`config.mk`:
```
export PLATFORM = sky130hd
export DESIGN_NAME = ram_arbiter
export DESIGN_NICKNAME = d
export VERILOG_FILES = /design/src/rtl/ram_arbiter.sv
export SDC_FILE = /design/constraint.sdc
export NUM_CORES = 1
export LEC_CHECK = 0
export CAP_MARGIN = 30
export CORE_AREA = 2 2 116 118
export DETAILED_ROUTE_END_ITERATION = 7
export DIE_AREA = 0 0 118 120
export PLACE_DENSITY = 0.85
export SLEW_MARGIN = 40
export SYNTH_ARGS = -nofsm -noshare
export SYNTH_HDL_FRONTEND = slang
export SYNTH_SLANG_ARGS = --single-unit
```
`constraint.sdc`:
```
create_clock -name clk -period 2.6 [get_ports clk]
set_input_delay 0.78 -clock clk [delete_from_list [all_inputs] [get_ports clk]]
set_output_delay 0.78 -clock clk [all_outputs]
set_load 0.02 [all_outputs]
```
`src/rtl/ram_arbiter.sv`:
```
// Two-port arbiter in front of a single-port data RAM.
// Port 0 is the CPU data port, port 1 the host/loader or debug port.
// Ownership is registered and round-robin; an owner holding lockX keeps the RAM
// for up to MAX_BURST transfers while the other port waits.
//
// Ports:
//   clk, n_reset                       clock (rising edge), async active-low reset
//   reqX/weX/addrX/wdataX/lockX        requester X command (X = 0, 1)
//   gntX                               transfer of port X executes this cycle
//   rdataX/rvalidX                     registered read data, one-cycle valid pulse
//   mem_addr/mem_wdata/mem_we          RAM drive
//   mem_rdata                          RAM combinational read data
//   owner                              00 idle, 01 port 0, 10 port 1
module ram_arbiter #(
  parameter int unsigned AW        = 32,
  parameter int unsigned DW        = 32,
  parameter int unsigned MAX_BURST = 4
) (
  input  logic          clk,
  input  logic          n_reset,
  input  logic          req0,
  input  logic          we0,
  input  logic [AW-1:0] addr0,
  input  logic [DW-1:0] wdata0,
  input  logic          lock0,
  output logic          gnt0,
  output logic [DW-1:0] rdata0,
  output logic          rvalid0,
  input  logic          req1,
  input  logic          we1,
  input  logic [AW-1:0] addr1,
  input  logic [DW-1:0] wdata1,
  input  logic          lock1,
  output logic          gnt1,
  output logic [DW-1:0] rdata1,
  output logic          rvalid1,
  output logic [AW-1:0] mem_addr,
  output logic [DW-1:0] mem_wdata,
  output logic          mem_we,
  input  logic [DW-1:0] mem_rdata,
  output logic [1:0]    owner
);

  localparam int unsigned BW = (MAX_BURST > 1) ? $clog2(MAX_BURST) : 1;
  localparam logic [BW-1:0] BurstLast = BW'(MAX_BURST - 1);

  // Encoding doubles as the owner output.
  typedef enum logic [1:0] {
    StIdle = 2'b00,
    StOwn0 = 2'b01,
    StOwn1 = 2'b10
  } state_e;

  state_e          state_q, state_d;
  logic            rr_q, rr_d;        // 0: favour port 0, 1: favour port 1
  logic [BW-1:0]   burst_q, burst_d;  // transfers already granted under lock
  logic [DW-1:0]   rdata0_q, rdata0_d;
  logic [DW-1:0]   rdata1_q, rdata1_d;
  logic            rvalid0_q, rvalid0_d;
  logic            rvalid1_q, rvalid1_d;

  // Grants and RAM drive
  always_comb begin
    gnt0      = (state_q == StOwn0) && req0;
    gnt1      = (state_q == StOwn1) && req1;
    mem_addr  = '0;
    mem_wdata = '0;
    mem_we    = 1'b0;
    unique case (state_q)
      StOwn0: begin
        mem_addr  = addr0;
        mem_wdata = wdata0;
        mem_we    = gnt0 && we0;
      end
      StOwn1: begin
        mem_addr  = addr1;
        mem_wdata = wdata1;
        mem_we    = gnt1 && we1;
      end
      default: ;
    endcase
  end

  // Ownership next state
  always_comb begin
    state_d = state_q;
    rr_d    = rr_q;
    burst_d = burst_q;
    unique case (state_q)
      StIdle: begin
        if (req0 && req1) begin
          state_d = rr_q ? StOwn1 : StOwn0;
        end else if (req0) begin
          state_d = StOwn0;
        end else if (req1) begin
          state_d = StOwn1;
        end
      end
      StOwn0: begin
        if (!req0) begin
          state_d = req1 ? StOwn1 : StIdle;
          burst_d = '0;
        end else if (!req1) begin
          burst_d = '0;
        end else if (lock0 && (burst_q < BurstLast)) begin
          burst_d = burst_q + 1'b1;
        end else begin
          // Lock is ignored once the burst limit is reached.
          state_d = StOwn1;
          burst_d = '0;
        end
      end
      StOwn1: begin
        if (!req1) begin
          state_d = req0 ? StOwn0 : StIdle;
          burst_d = '0;
        end else if (!req0) begin
          burst_d = '0;
        end else if (lock1 && (burst_q < BurstLast)) begin
          burst_d = burst_q + 1'b1;
        end else begin
          state_d = StOwn0;
          burst_d = '0;
        end
      end
      default: begin
        state_d = StIdle;
        burst_d = '0;
      end
    endcase
    // Each fresh entry hands priority to the other port for the next contention.
    if ((state_d == StOwn0) && (state_q != StOwn0)) rr_d = 1'b1;
    if ((state_d == StOwn1) && (state_q != StOwn1)) rr_d = 1'b0;
  end

  // Read return
  always_comb begin
    rvalid0_d = gnt0 && !we0;
    rvalid1_d = gnt1 && !we1;
    rdata0_d  = rvalid0_d ? mem_rdata : rdata0_q;
    rdata1_d  = rvalid1_d ? mem_rdata : rdata1_q;
  end

  always_ff @(posedge clk or negedge n_reset) begin
    if (!n_reset) begin
      state_q   <= StIdle;
      rr_q      <= 1'b0;
      burst_q   <= '0;
      rdata0_q  <= '0;
      rdata1_q  <= '0;
      rvalid0_q <= 1'b0;
      rvalid1_q <= 1'b0;
    end else begin
      state_q   <= state_d;
      rr_q      <= rr_d;
      burst_q   <= burst_d;
      rdata0_q  <= rdata0_d;
      rdata1_q  <= rdata1_d;
      rvalid0_q <= rvalid0_d;
      rvalid1_q <= rvalid1_d;
    end
  end

  assign owner   = state_q;
  assign rdata0  = rdata0_q;
  assign rdata1  = rdata1_q;
  assign rvalid0 = rvalid0_q;
  assign rvalid1 = rvalid1_q;

endmodule

```
==> results.rst, run 1 <==
.. list-table::
   :header-rows: 1

   * - Metric
     - Value
   * - Synth Area in Adders
     - 0.0163
   * - Syn Inst Count
     - 472
   * - Width of the chip
     - 118 um
   * - Max Root-Sink Buffers
     - 2
   * - Count of yosys warnings during synthesis
     - 0
   * - Slack of the worst reg-to-reg path
     - 0.52 ns
   * - Setup repair after global routing missed its margin
     - yes
   * - Via count
     - 4,565
   * - Setup-failing EPs final
     - 0
   * - Cell area after layout
     - 0.00753 mm2
   * - Top cell type's share of synthesized area
     - 0.464
   * - Post-Synthesis Cell Area
     - 0.00383 mm2
   * - Number of inserted filler cells in the final layout
     - 1,152
   * - Maximum resistive drop on vdd
     - 0.416 mV
   * - Slew @ Worst Pin
     - 0.616 ns
   * - Post-detailed-placement cell area
     - 0.00721 mm2
   * - Compound-gate portion of the synthesized area
     - 0.152
   * - Critical path launch point type
     - primary input
   * - Critical path data required time
     - 1.82 ns
   * - TritonCTS Buffers
     - 9
   * - Footprint of the multi-input gates
     - 0.00198 mm2
   * - Relative slew slack
     - 0.589
   * - EDFF count, synth
     - 0
   * - Setup Total Neg Slack
     - 0 ns
   * - Clock transition at the register clock pins on the worst setup and hold paths after CTS
     - 0.06 ns
   * - I/O Buffers
     - 302
   * - Number of violations reported at the end of detailed-routing iteration 0
     - 241
   * - Post-layout net count
     - 948
   * - Detailed-route wire length
     - 15,100 um
   * - Pwr/cell area
     - 1150 mW/mm2
   * - Arrival @ worst endpoint
     - 1.78 ns
   * - Synth area leader
     - sky130_fd_sc_hd__dfrtp_1
   * - Sequential share of the synthesized area
     - 0.464
   * - Largest cells by area after synthesis
     - sky130_fd_sc_hd__dfrtp_1 (46%), sky130_fd_sc_hd__nand2_1 (19%), sky130_fd_sc_hd__a22oi_1 (13%)
   * - Vias in the first global route
     - 4,680
   * - Final clock period utilization by the worst path
     - 0.984
   * - DR vias/cell
     - 4.78
   * - CTS tree
     - done
   * - Slowest stage cell on the critical path
     - sky130_fd_sc_hd__clkdlybuf4s50_1
   * - Total Power
     - 8.65 mW
   * - Most used standard cells in the synthesized netlist
     - sky130_fd_sc_hd__nand2_1 (195), sky130_fd_sc_hd__dfrtp_1 (71), sky130_fd_sc_hd__a22oi_1 (66), sky130_fd_sc_hd__nor2b_1 (65), sky130_fd_sc_hd__clkbuf_1 (20)
   * - Number of distinct library cells after synthesis
     - 29
   * - Final worst path period need
     - 2.56 ns
   * - Antenna violations before repair
     - 0
   * - Largest fanout on the critical path
     - 1
   * - Multiplexer area fraction after synthesis
     - 0.00261
   * - Buffer cell driving the clock tree root
     - sky130_fd_sc_hd__clkbuf_16
   * - Final clock skew
     - 0.00652 ns
   * - Share of layout cells above drive strength 1
     - 0.184
   * - Area fraction in and, or, nand and nor cells after synthesis
     - 0.317
   * - Maxcap violations
     - 0
   * - Met3 Wirelength
     - 996 um
   * - Met1 wire length
     - 5900 um
   * - Wire length of the first global-routing pass
     - 23,600 um
   * - Die ar.
     - 0.0142 mm2
   * - Count of final hold-check violations
     - 0
   * - Top layer reached by signal wires
     - met4
   * - Final antenna-violating net count
     - 0
   * - Total I/O pin count
     - 303
   * - Met2 Wirelength
     - 7910 um
   * - Largest family of logic cells by synthesized area
     - simple AND/OR/NAND/NOR gates
   * - Pins over their slew limit
     - 0
   * - Clock sink count
     - 71
   * - Total placed cells including tap cells
     - 936
   * - Xor and xnor fraction of the mapped netlist area
     - 0
   * - Congestion Overflow GR
     - 0
   * - Critical path's top delay family
     - buffers and inverters
   * - Mean instance size in the synthesized netlist
     - 8.12 um2
   * - Post-synthesis net count
     - 645
   * - Register bit total from synthesis
     - 71
   * - Overall global routing resource usage
     - 0.208
   * - Max frequency
     - 391 MHz
   * - Count of H-tree levels built during CTS
     - 3
   * - Worst-path cell chain
     - clkdlybuf4s50_1 > a22oi_1 > nor2b_2 > clkdlybuf4s15_2
   * - Initial core utilization
     - 0.295
   * - Synthesis-to-layout area growth
     - 96.6%
   * - Worst hold slack
     - 0.465 ns
   * - Peak per-stage delay on the critical path
     - 0.43 ns
   * - Buffering stage count on the worst path with inverters included
     - 2
   * - Remaining design rule violation count
     - 0
   * - Worst Hold Class
     - primary input to asynchronous set/reset pin
   * - Most common cell in the synthesized netlist
     - sky130_fd_sc_hd__nand2_1
   * - Area of all sequential standard cells
     - 0.00178 mm2
   * - Routability cong.
     - 0.791
   * - Top FF cell, synth
     - sky130_fd_sc_hd__dfrtp_1
   * - DP HPWL
     - 10,900 um
   * - Number of iterations in the first detailed-routing pass
     - 4
   * - Core Rows
     - 42
   * - Core area
     - 0.0130 mm2
   * - Average routed wire per standard cell
     - 15.8 um
   * - Clock latency of the later-clocked register in the worst-skew pair
     - 0.33 ns
   * - Maximum number of pins on one net before global-route repair
     - 34
   * - Leakage power of the design
     - 3.38 nW
   * - Run status
     - complete, no violations
   * - Crit path capture type
     - output port
   * - Die H
     - 120 um
   * - Post-synthesis async set-or-reset flop share
     - 1.00
   * - Non-filler instance count after layout
     - 955
   * - Setup CP Type
     - primary input to output port
   * - Diode insertion count for antenna repair
     - 0
-- cells by family (layout without fill, tap and decap cells) --
| kind of cell | count (synthesis) | after routing |
|---|---|---|
| simple gates | 272 | 272 |
| fa+ha+maj | 5 | 5 |
| mux | 1 | 1 |
| compound gates | 78 | 78 |
| flops | 71 | 71 |
| buf+inv | 45 | 352 |
-- where the power goes --
part           internal [mW]  switching, mW  total (mW)
Combinational           2.57           2.82        5.39
Clock                  0.958          0.435        1.39
Sequential              1.59          0.266        1.86
-- layout by cell type, fill, tap and decap left out, types with 3 or more instances in the layout --
master and count:
sky130_fd_sc_hd__buf_12 7, sky130_fd_sc_hd__nand2_1 195, sky130_fd_sc_hd__buf_4 14, sky130_fd_sc_hd__a22oi_2 5
sky130_fd_sc_hd__buf_2 44, sky130_fd_sc_hd__o21ai_0 4, sky130_fd_sc_hd__clkdlybuf4s15_2 21, sky130_fd_sc_hd__clkbuf_16 9
sky130_fd_sc_hd__ha_4 3, sky130_fd_sc_hd__buf_6 4, sky130_fd_sc_hd__nor2b_1 46, sky130_fd_sc_hd__clkdlybuf4s50_1 234
sky130_fd_sc_hd__nor2b_2 19, sky130_fd_sc_hd__a22oi_1 61, sky130_fd_sc_hd__bufinv_16 3, sky130_fd_sc_hd__buf_16 3
sky130_fd_sc_hd__inv_1 4, sky130_fd_sc_hd__inv_2 4, sky130_fd_sc_hd__dfrtp_1 70
-- flip-flops by register name, indices dropped and copies added, names as in the netlist --
name and cells:
rdata1 32, rdata0 32, rr_q 1, burst_q 2
rvalid0 1, owner 2, rvalid1 1
-- routing by layer --
metal / vias to the layer above / track usage
met5: - / 0
met3: 26 / 0.0437
li1: 2155 / -
met1: 2162 / 0.243
met4: 0 / 0.0730
met2: 222 / 0.378
-- worst reg2reg max path, stage by stage (launching register included) --
cell and delay (ns):
sky130_fd_sc_hd__dfrtp_1 0.39, sky130_fd_sc_hd__buf_4 0.15, sky130_fd_sc_hd__ha_4 0.20, sky130_fd_sc_hd__buf_6 0.14, sky130_fd_sc_hd__and2_1 0.17, sky130_fd_sc_hd__buf_4 0.14, sky130_fd_sc_hd__a32oi_1 0.27, sky130_fd_sc_hd__nor4b_1 0.34
sky130_fd_sc_hd__a2bb2oi_1 0.19
-- layout make-up --
cell class / count / share of cell area
sequential: 71 / 0.236
clock buffer: 10 / 0.0317
timing repair buffer: 329 / 0.422
inverter: 8 / 0.00399
tap: 176 / 0.0292
multi-input combinational: 356 / 0.263
clock inverter: 5 / 0.0141
-- metrics by stage --
stage	setup slack, ns	utilization
floorplan	0.00397	-
global placement	-0.371	0.556
detailed placement	-0.376	0.556
CTS	-0.0213	0.592
global route	-0.0348	0.580
finish	0.0413	0.580
-- path summary, 6_finish.rpt --
path | startpoint | to | depth (start not counted)
max | addr0[28] | mem_addr[28] | 4
min in group clk | rdata1[18]$_DFFE_PN0P_ | rdata1[18]$_DFFE_PN0P_ | 2
min | n_reset | rdata1[12]$_DFFE_PN0P_ | 1
max reg2reg | owner[1]$_DFF_PN0_ | rr_q$_DFFE_PN0P_ | 8
max in group asynchronous | n_reset | rdata0[10]$_DFFE_PN0P_ | 2
min reg2reg | rdata1[18]$_DFFE_PN0P_ | rdata1[18]$_DFFE_PN0P_ | 2
-- repair_timing --
| item | CTS | global route |
|---|---|---|
| pin swaps | 0 | 1 |
| hold buffers | 0 | 0 |
| gates cloned | 3 | 0 |
| resized for setup | 220 | 45 |
| endpoints found under the setup margin | 67 | 44 |
| buffers inserted | 0 | 1 |
No activity file was read; power rests on OpenSTA's default activity.
==> run 2, diff against run 1 <==
--- a/config.mk
+++ b/config.mk
@@ -7,6 +7,7 @@
 export LEC_CHECK = 0
 export CAP_MARGIN = 30
 export CORE_AREA = 2 2 116 118
+export CTS_CLUSTER_DIAMETER = 100
 export DETAILED_ROUTE_END_ITERATION = 7
 export DIE_AREA = 0 0 118 120
 export PLACE_DENSITY = 0.85
==> results of run 2 <==
Final layout, timing and power as in run 1 (identical DEF).
